**src/rtl/fabric_cfg_pkg.sv**
```systemverilog
// fabric_cfg_pkg
// Shared definitions for the configuration daisy chain: the loader FSM state
// encodings, the ordering of the fields inside a frame, and a helper that
// gives the length of one frame in clock cycles. The chain driver, the
// loaders and the benches all import this package so they agree on framing.
package fabric_cfg_pkg;

    // Loader FSM state encodings
    localparam logic [1:0] ST_IDLE = 2'd0;
    localparam logic [1:0] ST_ADDR = 2'd1;
    localparam logic [1:0] ST_DATA = 2'd2;
    localparam logic [1:0] ST_SKIP = 2'd3;

    // Frame layout: the address field precedes the data field, and both
    // fields are sent most-significant bit first.
    localparam bit ADDR_FIELD_FIRST = 1'b1;
    localparam bit ADDR_MSB_FIRST   = 1'b1;
    localparam bit DATA_MSB_FIRST   = 1'b1;

    // Number of serial bits (and therefore cycles) in one complete frame
    function automatic int frame_len(input int cfg_size, input int id_width);
        return cfg_size + id_width;
    endfunction

endpackage

```
**src/rtl/cfg_frame_loader.sv**
```systemverilog
// cfg_frame_loader
// One link of the configuration daisy chain. It watches the serial frame
// stream, and when a frame's address field equals ID it captures the data
// field into a shadow register and commits it to cfg in one step. Every bit
// is also forwarded, one cycle late, to the next loader in the chain.
//
// Ports
//   clk           : single clock, rising edge
//   rst_n         : asynchronous active-low reset
//   cfg_in_start  : marks the first (address MSB) bit of a frame
//   cfg_bit_in    : serial configuration bit, one per cycle
//   cfg_out_start : cfg_in_start delayed by one cycle (daisy chain)
//   cfg_bit_out   : cfg_bit_in delayed by one cycle (daisy chain)
//   cfg           : active configuration word for the CLB
//   cfg_load      : one-cycle pulse when cfg takes a new value
//   cfg_valid     : high once any frame has been committed since reset
module cfg_frame_loader
    import fabric_cfg_pkg::*;
#(
    parameter int CFG_SIZE = 256,
    parameter int ID_WIDTH = 3,
    parameter int ID       = 0
) (
    input  logic                clk,
    input  logic                rst_n,
    input  logic                cfg_in_start,
    input  logic                cfg_bit_in,
    output logic                cfg_out_start,
    output logic                cfg_bit_out,
    output logic [CFG_SIZE-1:0] cfg,
    output logic                cfg_load,
    output logic                cfg_valid
);

    localparam int CNT_W = $clog2(frame_len(CFG_SIZE, ID_WIDTH));

    localparam logic [CNT_W-1:0]    ADDR_LAST = CNT_W'(ID_WIDTH - 1);
    localparam logic [CNT_W-1:0]    DATA_LAST = CNT_W'(CFG_SIZE - 1);
    localparam logic [ID_WIDTH-1:0] MY_ID     = ID_WIDTH'(ID);

    logic [1:0]          state_q,     state_d;
    logic [CNT_W-1:0]    cnt_q,       cnt_d;
    logic [ID_WIDTH-1:0] addr_q,      addr_d;
    logic [CFG_SIZE-1:0] shadow_q,    shadow_d;
    logic [CFG_SIZE-1:0] cfg_q,       cfg_d;
    logic                cfg_load_q,  cfg_load_d;
    logic                cfg_valid_q, cfg_valid_d;
    logic                out_start_q;
    logic                bit_out_q;

    // Frame FSM. A start bit overrides whatever the FSM was doing, which is
    // what makes a mid-frame start abort the frame (even on what would have
    // been the last data bit) and a start in the commit cycle begin a new
    // frame. The counter counts bits within the current field.
    always_comb begin
        state_d     = state_q;
        cnt_d       = cnt_q;
        addr_d      = addr_q;
        shadow_d    = shadow_q;
        cfg_d       = cfg_q;
        cfg_load_d  = 1'b0;
        cfg_valid_d = cfg_valid_q;

        if (cfg_in_start) begin
            addr_d   = ID_WIDTH'(cfg_bit_in);
            shadow_d = '0;
            if (ID_WIDTH == 1) begin
                state_d = (addr_d == MY_ID) ? ST_DATA : ST_SKIP;
                cnt_d   = '0;
            end else begin
                state_d = ST_ADDR;
                cnt_d   = CNT_W'(1);
            end
        end else begin
            case (state_q)
                ST_ADDR: begin
                    addr_d = (addr_q << 1) | ID_WIDTH'(cfg_bit_in);
                    if (cnt_q == ADDR_LAST) begin
                        state_d = (addr_d == MY_ID) ? ST_DATA : ST_SKIP;
                        cnt_d   = '0;
                    end else begin
                        cnt_d = cnt_q + CNT_W'(1);
                    end
                end
                ST_DATA: begin
                    // Shift left so the first data bit ends up in the MSB
                    shadow_d = (shadow_q << 1) | CFG_SIZE'(cfg_bit_in);
                    if (cnt_q == DATA_LAST) begin
                        cfg_d       = shadow_d;
                        cfg_load_d  = 1'b1;
                        cfg_valid_d = 1'b1;
                        state_d     = ST_IDLE;
                        cnt_d       = '0;
                    end else begin
                        cnt_d = cnt_q + CNT_W'(1);
                    end
                end
                ST_SKIP: begin
                    if (cnt_q == DATA_LAST) begin
                        state_d = ST_IDLE;
                        cnt_d   = '0;
                    end else begin
                        cnt_d = cnt_q + CNT_W'(1);
                    end
                end
                default: begin
                    state_d = ST_IDLE;
                end
            endcase
        end
    end

    always_ff @(posedge clk or negedge rst_n) begin
        if (!rst_n) begin
            state_q     <= ST_IDLE;
            cnt_q       <= '0;
            addr_q      <= '0;
            shadow_q    <= '0;
            cfg_q       <= '0;
            cfg_load_q  <= 1'b0;
            cfg_valid_q <= 1'b0;
            out_start_q <= 1'b0;
            bit_out_q   <= 1'b0;
        end else begin
            state_q     <= state_d;
            cnt_q       <= cnt_d;
            addr_q      <= addr_d;
            shadow_q    <= shadow_d;
            cfg_q       <= cfg_d;
            cfg_load_q  <= cfg_load_d;
            cfg_valid_q <= cfg_valid_d;
            out_start_q <= cfg_in_start;
            bit_out_q   <= cfg_bit_in;
        end
    end

    assign cfg_out_start = out_start_q;
    assign cfg_bit_out   = bit_out_q;
    assign cfg           = cfg_q;
    assign cfg_load      = cfg_load_q;
    assign cfg_valid     = cfg_valid_q;

endmodule

```
**config.mk**
```make
export PLATFORM = sky130hd
export DESIGN_NAME = cfg_frame_loader
export DESIGN_NICKNAME = d
export VERILOG_FILES = /design/src/rtl/fabric_cfg_pkg.sv /design/src/rtl/cfg_frame_loader.sv
export SDC_FILE = /design/constraint.sdc
export NUM_CORES = 1
export LEC_CHECK = 0
export ABC_AREA = 1
export CORE_MARGIN = 1
export CORE_UTILIZATION = 50
export DETAILED_ROUTE_END_ITERATION = 12
export PLACE_DENSITY = 0.75
export SLEW_MARGIN = 15
export SYNTH_ARGS = -nofsm -noshare
export SYNTH_HDL_FRONTEND = slang
export SYNTH_SLANG_ARGS = --single-unit
export TNS_END_PERCENT = 1
```
**constraint.sdc**
```tcl
create_clock -name clk -period 1.6 [get_ports clk]
set_clock_uncertainty 0.15 [all_clocks]
set_input_delay 0.16 -clock clk [delete_from_list [all_inputs] [get_ports clk]]
set_output_delay 0.16 -clock clk [all_outputs]
set_load 0.03 [all_outputs]
```
After elaboration in Yosys (flattened, before gate mapping):

Cells that the tools add are included.

* flip-flop bits (word level): 528
* latch bits: 0
* bits in writable memories: 0
* memory bits (read-only): 0
* output and inout port bits: 260
* word-level logic and storage cells: 43
* memories: 0

* add/sub/neg operators: 1
* multiply operators: 0
* div/mod/pow operators: 0
* order comparisons: 0
* eq/ne operators: 7
* shifts and indexed selects: 0
* multiplexer cells: 16
* bitwise gates (word level): 3
* reductions and logical operators: 7

Operators by type and width (number)
* $mux W255: 2
* $or A256 B1 Y256: 1
* $mux W9: 3
* $pmux W9 S2: 1
* $mux W2: 5
* $add A9 B1 Y9 const B: 1
* $eq A9 B2 Y1 const B: 1
* $eq A9 B8 Y1 const B: 1
* $eq A2 B2 Y1 const B: 2
* $mux W1: 4
* $pmux W2 S2: 1
* $reduce_bool A2 Y1: 2
* $logic_not A3 Y1: 1
* $ne A3 B1 Y1 const B: 1
* $ne A3 B3 Y1 const B: 1
* $or A3 B1 Y3: 1
* $reduce_and A3 Y1: 1
* $reduce_bool A3 Y1: 1
* $eq A2 B1 Y1 const B: 1
* $reduce_and A2 Y1: 1
* $reduce_or A2 Y1: 1
* $not A1 Y1: 1

Longest topological paths before layout:

* word-level depth: 6
* depth in mapped cells: 9

Worst setup path after synthesis:

OpenSTA, ideal clock, no wires.

* kind: flip-flop to flip-flop
* start point: register cnt_q[1]
* end point: register cfg_q[191], in the netlist cfg[191]
* arrival: 1461 ps
* required time: 1331 ps
* setup slack: -130 ps
* cell stages (with the launch flop): 9
* buffers on the path: 2
* clock period less this slack: 1730 ps
* cell sequence: dfrtp_1 ha_1 nand2_2 nor2_4 nand4_4 buf_6 buf_2 nand2_1 o21ai_2

* cells in the longest elaborated chain, start to end: 2

Ends and longest elaborated chain
* start, declared: RTL line cfg_frame_loader.sv:42 `logic [CNT_W-1:0] cnt_q, cnt_d;`
* start signal, assigned: RTL line cfg_frame_loader.sv:126 `cnt_q <= cnt_d;`
* $eq A9 B8 Y1: RTL line cfg_frame_loader.sv:88 `if (cnt_q == DATA_LAST) begin`
* $reduce_and A3 Y1 (no source line)
* end signal, assigned: RTL line cfg_frame_loader.sv:129 `cfg_q <= cfg_d;`
* end, declared: RTL line cfg_frame_loader.sv:45 `logic [CFG_SIZE-1:0] cfg_q, cfg_d;`

No other way between the ends.
A chain may end at the register's enable or synchronous reset.

Worst setup path in the final report:

* start point: register cnt_q[0]
* end point: register cfg_q[71], in the netlist cfg[71]

The elaborated chain is that of the path after synthesis.

==> results.md <==
* Share of layout cells above drive strength 1 at 32.3%
* Starting Density at 50.6%
* WP data required at 1.95 ns
* Routed WL at 44,000 um
* Final min period at 1.79 ns
* DRC viols at 0
* Avg Cell Area, Syn at 11.4 um2
* DP Cell Count at 2,561
* Gp weighted congestion at 0.835
* Crit end category: register
* IO Port Bufs at 263
* Clock sink total at 528
* FF+latch count, synth at 528
* Register area share after synthesis at 65.9%
* Hold Crit Class: input port to register
* Via Count at 13,851
* Final ANT Viol Nets at 0
* PnR worst setup slack at -0.195 ns
* Post-synth EDFFs at 0
* RSZ-0062 raised after global routing: yes
* CTS clk-pin slew, worst paths at 0.06 ns
* Largest net degree at the start of global routing at 69
* Total power at 28,200 uW
* Core area at 0.0396 mm2
* Final instance area at 0.0260 mm2
* Final setup fails at 267
* Mapped Area at 0.0201 mm2
* Maximum VDD drop at 820 uV
* Ys Warns at 0
* Critical path arrival at 2.14 ns
* Starting DRT DRC Count at 829
* CTS tree: done
* Dpl hpwl at 29,200 um
* Leak Pwr at 0.0114 uW
* Cell count after synthesis at 1,766
* Async set-reset flop share out of synthesis at 100%
* DP Area at 0.0239 mm2
* Pwr per Cell Area at 1080 mW/mm2
* Final Hold Vio Count at 0
* Most used DFF post-synth: dfrtp_1
* Nets@finish at 2,102
* Distinct cells, synth at 26
* CTS buffer count at 52
* Syn nets at 1,773
* Setup CP Type: register to register
* Number of global-route vias before repair at 14,138
* Antenna diode count at 0
* Crit Path Max Fanout at 26
* Synth top area share at 65.9%
* Drt wl/cell at 16.6 um
* Vias/cell at 5.22
* Slew headroom at 61.2%
* Max Transition Viols Final at 0
* First drt pass iteration count at 5
* Final core occ at 65.7%
* Commonest cells in the synthesized netlist: dfrtp_1, nand2_1, inv_1, o22ai_1, o21ai_2
* Startpoint Class: register
* Status: finished, violations left
* MaxCap Viol Count at 0
* Chip width at 202 um
* Final worst-path cycle share at 112%
* Clk root buf: clkbuf_16
* # IOs at 264
* Setup tns final at -29.07 ns
* Grt total ovfl at 0
* Count leader, synth: dfrtp_1
* Die height at 202 um
* Top cells by area, synth: dfrtp_1, o21ai_2, o22ai_1
* Area growth syn-to-layout at 29.7%
* Global-route wire length before repair at 72,800 um
* GRT Total Usage at 21.9%
* CTS H-tree depth at 2
* Initial antenna violation count at 0
* Worst skew pair latency at 0.57 ns
* Violated checks: setup timing
* Total Die Area at 0.0409 mm2
* Cell Count, Final, Fillers Out at 2,653
* FMAX at 557 MHz
* Synth area leader: dfrtp_1
* Rows at 73
* Clock buffer depth at 3
* Worst slew pin tran at 0.580 ns
[path summary, 6_finish.rpt]
| path | slack (ns) | cells past startpoint | from | endpoint |
|---|---|---|---|---|
| max | -0.19 | 8 | cnt_q[0] | cfg[71] |
| min in group asynchronous | 0.11 | 3 | rst_n | shadow_q[195] |
| max reg2reg | -0.19 | 8 | cnt_q[0] | cfg[71] |
| min reg2reg | 0.32 | 1 | cfg_valid | cfg_valid |
| min | 0.06 | 2 | cfg_bit_in | cfg_bit_out |
| max in group asynchronous | 0.21 | 3 | rst_n | shadow_q[157] |
[where the power goes]
group,switching (uW),internal (uW),total [uW]
sequential,57.3,13400,13500
clock,4890,7140,12000
combinational,1630,1010,2640
[timing repair]
item                                   4_1_cts  5_1_grt
gates resized for setup                    790       46
buffers inserted                             1        1
endpoints found under the hold margin      528        0
cloned                                       0        1
setup endpoints to repair                  599      581
hold buffers                                 2        0
pin swaps                                    0        3
[final cells by class]
class	count	area (um2)
Inverter	275	1040
Multi-Input combinational cell	851	5110
Clock buffer	75	1550
Clock inverter	12	144
Sequential cell	528	13200
Timing Repair Buffer	387	4320
Tap cell	525	657
Fill cell	2932	13600
[stage by stage]
stage          worst slack, ns  hold WS, ns
6_report                -0.195       0.0630
5_1_grt                 -0.266       0.0512
4_1_cts                 -0.209       0.0308
3_5_place_dp            -0.327       -0.112
3_3_place_gp            -0.283       -0.116
2_1_floorplan           -0.115       -0.286
[kinds of logic after synthesis]
group	share of synthesized area (%)
AO/OA/AOI/OAI	18.4
XOR/XNOR	0.0873
adder cells (fa/ha/maj)	0.187
buffers and inverters	9.17
flip-flops	65.9
AND/OR/NAND/NOR	6.32
[flip-flops by register name, indices dropped and copies added (netlist names)]
| register | cells |
|---|---|
| cfg_load | 1 |
| cfg | 256 |
| cfg_valid | 1 |
| cnt_q | 9 |
| cfg_bit_out | 1 |
| cfg_out_start | 1 |
| shadow_q | 255 |
| addr_q | 2 |
| state_q | 2 |
[metal layers]
metal	vias up	track usage, %	wire (um)
met5	-	0	0
met4	0	6.98	1060
met3	81	3.29	1980
met2	351	36.5	22000
met1	6899	29.7	19000
li1	6520	-	-
[worst max-delay path, cell delays in order, from the launching register on]
cell and delay (ns):
dfrtp_1 0.36, ha_2 0.21, nand2_4 0.06, nor2_4 0.14, nand4_4 0.13, buf_12 0.20
buf_12 0.17, buf_4 0.16, o21ai_2 0.11
[cell usage in the layout (no fill, tap or decap), drive strengths merged]
master / n
dfrtp: 528
nand2: 293
inv: 274
o21ai: 262
o22ai: 257
clkdlybuf4s15: 242
buf: 130
clkbuf: 86
nand3: 11
nor2: 11
clkinv: 8
nand4: 5
a21oi: 3
bufinv: 3
ha: 3
xnor2: 2
clkinvlp: 2
dlygate4sd3: 2
clkdlybuf4s50: 2
a31oi: 1
o21a: 1
nand3b: 1
or2: 1
Note: power is estimated with default switching activity, not from simulation.
